<file path="config.mk">
export PLATFORM = sky130hd
export DESIGN_NAME = seg_display_arbiter
export DESIGN_NICKNAME = d
export VERILOG_FILES = /design/src/rtl/seg_disp_pkg.sv /design/src/rtl/seg_display_arbiter_rr_pick.sv /design/src/rtl/seg_display_arbiter.sv
export SDC_FILE = /design/constraint.sdc
export NUM_CORES = 1
export LEC_CHECK = 0
export ABC_AREA = 1
export ABC_CLOCK_PERIOD_IN_PS = 5400
export BUFFER_PORTS_ARGS = -buffer_cell sky130_fd_sc_hd__buf_2
export CORE_MARGIN = 2
export CORE_UTILIZATION = 56
export DETAILED_ROUTE_END_ITERATION = 16
export PLACE_DENSITY = 0.89
export SLEW_MARGIN = 20
export SYNTH_ARGS = -nofsm -noshare
export SYNTH_HDL_FRONTEND = slang
export SYNTH_SLANG_ARGS = --single-unit
export TNS_END_PERCENT = 1
</file>
<file path="constraint.sdc">
create_clock -name clk -period 5.4 [get_ports clk]
set_clock_uncertainty 0.05 [all_clocks]
set_input_delay 1.62 -clock clk [delete_from_list [all_inputs] [get_ports clk]]
set_output_delay 1.62 -clock clk [all_outputs]
set_load 0.01 [all_outputs]
</file>
<file path="src/rtl/seg_disp_pkg.sv">
// Shared types and constants for the seven-segment display arbiter.
// No logic, no latency: declarations only.
// No flow control: consumers import what they need.
package seg_disp_pkg;

    // Arbiter FSM states
    typedef enum logic [1:0] {
        IDLE = 2'd0,
        ARB  = 2'd1,
        HOLD = 2'd2
    } arb_state_t;

    // Digit codes understood by seven_seg
    localparam logic [3:0] BLANK_DIGIT = 4'hB;
    localparam logic [3:0] ERR_DIGIT   = 4'hE;

    // Word shown when no client owns the display: four blank digits
    localparam logic [15:0] DEF_IDLE_CODE = {4{BLANK_DIGIT}};

endpackage

</file>
<file path="src/rtl/seg_display_arbiter_rr_pick.sv">
// Round-robin picker: first requester strictly after ptr, scanning upward with wrap.
// Purely combinational, zero latency.
// No backpressure; found is low when req is all-zero (winner then reads 0).
module rr_pick #(
    parameter int N_REQ = 4
) (
    input  logic [N_REQ-1:0]         req,
    input  logic [$clog2(N_REQ)-1:0] ptr,
    output logic [$clog2(N_REQ)-1:0] winner,
    output logic                     found
);

    localparam int IW = $clog2(N_REQ);
    // One spare bit so ptr + offset cannot overflow before the modulo step
    localparam int SW = IW + 1;

    logic [SW-1:0] sum;
    logic [IW-1:0] idx;

    // Scan from the farthest offset down to the nearest so the nearest hit wins
    always_comb begin
        winner = '0;
        found  = |req;
        sum    = '0;
        idx    = '0;
        for (int i = N_REQ; i >= 1; i--) begin
            sum = SW'(ptr) + SW'(i);
            if (sum >= SW'(N_REQ)) begin
                sum = sum - SW'(N_REQ);
            end
            idx = sum[IW-1:0];
            if (req[idx]) begin
                winner = idx;
            end
        end
    end

endmodule

</file>
<file path="src/rtl/seg_display_arbiter.sv">
// Shares one 4-digit seven-segment display between N_REQ clients, round-robin with a minimum hold.
// Grant appears two edges after a request in IDLE; display_data follows the granted word combinationally.
// Clients wait while another holds; the holder keeps the display until it drops req or its hold expires with others waiting.
module seg_display_arbiter
    import seg_disp_pkg::*;
#(
    parameter int          N_REQ      = 4,
    parameter int          CLK_PER_MS = 100000,
    parameter int          HOLD_MS    = 1000,
    parameter logic [15:0] IDLE_CODE  = DEF_IDLE_CODE
) (
    input  logic                     clk,
    input  logic                     clear,
    input  logic [N_REQ-1:0]         req,
    input  logic [N_REQ*16-1:0]      data_in,
    output logic [N_REQ-1:0]         grant,
    output logic [$clog2(N_REQ)-1:0] active_id,
    output logic                     busy,
    output logic [15:0]              display_data
);

    localparam int IW = $clog2(N_REQ);
    // A 1-cycle millisecond still needs a 1-bit prescaler register
    localparam int PW = (CLK_PER_MS > 1) ? $clog2(CLK_PER_MS) : 1;
    localparam int HW = $clog2(HOLD_MS + 1);

    localparam logic [PW-1:0] PRESC_LAST = PW'(CLK_PER_MS - 1);
    localparam logic [HW-1:0] HOLD_MAX   = HW'(HOLD_MS);
    localparam logic [IW-1:0] PTR_INIT   = IW'(N_REQ - 1);
    localparam logic [N_REQ-1:0] ONE     = {{(N_REQ-1){1'b0}}, 1'b1};

    arb_state_t     state_q, state_nx;
    logic [N_REQ-1:0] grant_nx;
    logic [IW-1:0]  id_nx;
    logic [IW-1:0]  ptr_q, ptr_nx;
    logic [PW-1:0]  presc_q, presc_nx;
    logic [HW-1:0]  hold_q, hold_nx;

    logic [IW-1:0]  pick_id;
    logic           pick_found;
    logic           presc_wrap;
    logic           expired;
    logic           winner_req;
    logic           others_req;

    rr_pick #(
        .N_REQ (N_REQ)
    ) u_pick (
        .req    (req),
        .ptr    (ptr_q),
        .winner (pick_id),
        .found  (pick_found)
    );

    // Hold bookkeeping. Expiry is flagged one cycle early (on the last
    // prescaler tick of the final millisecond) so that the grant occupies
    // exactly HOLD_MS*CLK_PER_MS cycles before the hand-over edge.
    always_comb begin
        presc_wrap = (presc_q == PRESC_LAST);
        expired    = (hold_q == HOLD_MAX) ||
                     (presc_wrap && (hold_q == HOLD_MAX - 1'b1));
        winner_req = |(req & grant);
        others_req = |(req & ~grant);
    end

    // Next-state and next-register logic for the arbiter
    always_comb begin
        state_nx = state_q;
        grant_nx = grant;
        id_nx    = active_id;
        ptr_nx   = ptr_q;
        presc_nx = presc_q;
        hold_nx  = hold_q;

        case (state_q)
            IDLE: begin
                grant_nx = '0;
                id_nx    = '0;
                presc_nx = '0;
                hold_nx  = '0;
                if (|req) begin
                    state_nx = ARB;
                end
            end

            ARB: begin
                presc_nx = '0;
                hold_nx  = '0;
                if (pick_found) begin
                    state_nx = HOLD;
                    grant_nx = ONE << pick_id;
                    id_nx    = pick_id;
                    ptr_nx   = pick_id;
                end else begin
                    // Request vanished before we could pick: nothing to show
                    state_nx = IDLE;
                    grant_nx = '0;
                    id_nx    = '0;
                end
            end

            HOLD: begin
                // Winner-drop takes precedence over expiry; both lead to ARB
                if (!winner_req || (expired && others_req)) begin
                    state_nx = ARB;
                    grant_nx = '0;
                    id_nx    = '0;
                end else if (presc_wrap) begin
                    presc_nx = '0;
                    hold_nx  = (hold_q == HOLD_MAX) ? hold_q : hold_q + 1'b1;
                end else begin
                    presc_nx = presc_q + 1'b1;
                end
            end

            default: begin
                state_nx = IDLE;
                grant_nx = '0;
                id_nx    = '0;
                presc_nx = '0;
                hold_nx  = '0;
            end
        endcase
    end

    // Arbiter registers; clear returns everything to the idle picture at once
    always_ff @(posedge clk or posedge clear) begin
        if (clear) begin
            state_q   <= IDLE;
            grant     <= '0;
            active_id <= '0;
            ptr_q     <= PTR_INIT;
            presc_q   <= '0;
            hold_q    <= '0;
        end else begin
            state_q   <= state_nx;
            grant     <= grant_nx;
            active_id <= id_nx;
            ptr_q     <= ptr_nx;
            presc_q   <= presc_nx;
            hold_q    <= hold_nx;
        end
    end

    // Display word: AND-OR select on the one-hot grant so live client
    // updates pass straight through; blank digits when nobody holds it
    always_comb begin
        display_data = IDLE_CODE;
        for (int i = 0; i < N_REQ; i++) begin
            if (grant[i]) begin
                display_data = data_in[i*16 +: 16];
            end
        end
    end

    assign busy = |grant;

endmodule

</file>
==> flow_metrics.tcl <==
set metrics [dict create \
    status "complete, no violations" \
    cp-start-kind "input port" \
    final_cells 599 \
    cts_tree "built" \
    detail_route.wl_per_cell_um 13.2 \
    rsz0062_at_grt "false" \
    synthFlopType "dfrtp_1" \
    gp_congestion 0.918 \
    via_count 3264 \
    grt_pass1_vias 2789 \
    rows 26 \
    cts-root-buf "clkbuf_8" \
    cp_max_fo 1 \
    yosysTopAreaCell "dfrtp_1" \
    hold_path_class "reg -> reg" \
    synth-edff-count 0 \
    muxShareOfSynthArea_pct 0 \
    numPortBuffers 92 \
    ant_nets 0 \
    insertion_delay_ns 0.30 \
    synth_top_area_share_pct 30.6 \
    tns_ns 0 \
    core_um2 5010 \
    ys_seq_area_share_pct 32.4 \
    via_per_inst 5.45 \
    synth_xor_area_share_pct 3.97 \
    ir_drop_mv 0.349 \
    syn_area_um2 2870 \
    relSlewSlack_pct 46.5 \
    max-clock-path-buffers 2 \
    ys_top_cells_by_count "nand2_1, nand3_1, nor2_1" \
    grt_util_met2_pct 43.0 \
    gr-usage-all-layers_pct 27.9 \
    setup_ws_ns 1.51 \
    die_width_um 75.5 \
    critical_path_class "in -> out" \
    grt_pass1_wl_mm 12.5 \
    fill_cells 428 \
    cts_sinks 37 \
    ys_types 33 \
    post_cts_buffers 0 \
    ys_ff_latch 37 \
    syn_inst 445 \
    power_leakage_nw 1.67 \
    async_flop_share_pct 100 \
    area_growth_pct 20.4 \
    overflow 0 \
    dpl_cell_area_um2 3340 \
    antenna_cells 0 \
    die-area_um2 5710 \
    netlist_top_cells_area "dfrtp_1, nand2_1, nand3_1" \
    setup_viol 0 \
    grtUsageMet3_pct 5.56 \
    htree_levels 2 \
    drcViolationCount 0 \
    min_period_ns 3.89 \
    hold_viol 0 \
    required_ns 3.73 \
    grt_max_degree 38 \
    drive_gt1_share_pct 21.9 \
    drt_iter0_drc 289 \
    dr.pass1.iters 5 \
    yosys.area_share.adder_pct 1.31 \
    period_share_pct 72.0 \
    die_h_um 75.5 \
    maxSlewViolCount 0 \
    timing.fmax_mhz 257 \
    nNetsFinal 601 \
    dp.cells 591 \
    maxCapViolCount 0 \
    use_met1_pct 40.8 \
    fin_area_um2 3450 \
    powerDensity_nw_per_um2 410 \
    avgSynthCellArea_um2 6.44 \
    postCtsHoldBufs 0 \
    end_kind "output port" \
    yosysMostFrequentCell "nand2_1" \
    ys_warn_count 0 \
    synth_top_family_by_area "simple AND/OR/NAND/NOR gates" \
    pin_count 93 \
    whs_ns 0.426 \
    cts_buffers 5 \
    clkTransAtPathRegs_ns 0.08 \
    worst_pin_slew_ns 0.802 \
    totalWireLength_mm 7.91 \
    cp.arrival_ns 2.22 \
    antenna_found_initial 0 \
    cts_resized 0 \
    syn-num-nets 518 \
    synth-simple-area-share_pct 41.6 \
    grt_most_used_layer "met2" \
    start_util_pct 57.2 \
    post-place-ws_ns 1.52 \
    synth-compound-area-share_pct 12.4 \
    hpwl_mm 5.87 \
]
cell usage in the layout (no fill, tap or decap), drive strengths merged, types with 2 or more instances in the layout:
cell type	synthesis	layout
nand3	55	55
ha	3	3
dfstp	2	2
a21oi	3	3
nor3b	4	4
dfrtp	35	35
o22ai	16	16
xnor2	3	3
clkbuf	10	5
or2	3	3
nand4	8	8
a31oi	4	4
nor3	11	11
o211ai	12	12
xor2	10	10
buf	7	93
inv	41	41
nand2	142	142
nor2	52	52
o21ai	20	20
where the power goes:
group	internal (mW)	switching, mW	leakage [nW]
registers	0.323	0.0681	0.502
clock network	0.138	0.110	0.0543
logic	0.267	0.511	1.11
total	0.728	0.689	1.67
stage by stage:
step | total power, mW | utilization [%]
after floorplan | 0.926 | -
after global placement | 1.14 | 66.6
after detailed placement | 1.17 | 66.6
after CTS | 1.41 | 68.9
after global routing | 1.53 | 68.9
final | 1.42 | 68.9
worst max-delay path: stages:
cell and delay [ns]:
buf_2 0.09, o22ai_1 0.26, a31oi_1 0.08, buf_2 0.16
final timing paths:
kind,from,end,slack (ns),cells after the start
worst min-delay path,active_id[0],active_id[0],0.43,2
min in group asynchronous,clear,hold_q[8],1.36,3
max in group asynchronous,clear,ptr_q[1],3.58,3
worst max register to register,grant[3],hold_q[4],2.92,9
worst min register to register,active_id[0],active_id[0],0.43,2
worst max-delay path,data_in[58],display_data[10],1.51,4
per-layer routing:
layer  wire length (um)  share of wire, %
met5                  0                 0
met4                 60              0.76
met3                644               8.1
met2               3720                47
met1               3480                44
layout make-up:
| type | count | area [um2] | area share, % |
|---|---|---|---|
| timing repair buffer | 93 | 468 | 13.6 |
| clock buffer | 5 | 68.8 | 1.99 |
| sequential | 37 | 928 | 26.9 |
| inverter | 41 | 154 | 4.46 |
| multi-input combinational | 350 | 1700 | 49.2 |
| tap | 70 | 87.6 | 2.54 |
| clock inverter | 3 | 46.3 | 1.34 |
state kept, by name, indices dropped and copies added (netlist names):
name,cells
presc_q,17
state_q,2
ptr_q,2
grant,4
active_id,2
hold_q,10
kinds of logic (layout without fill, tap and decap cells):
logic type                 Yosys count  after routing
and+or+nand+nor                    276            276
AOI/OAI and AO/OA                   58             58
buffers and inverters               58            142
DFF                                 37             37
xor gates and xnor gates            13             13
adders and majority gates            3              3
(Power assumes the default switching activity.)
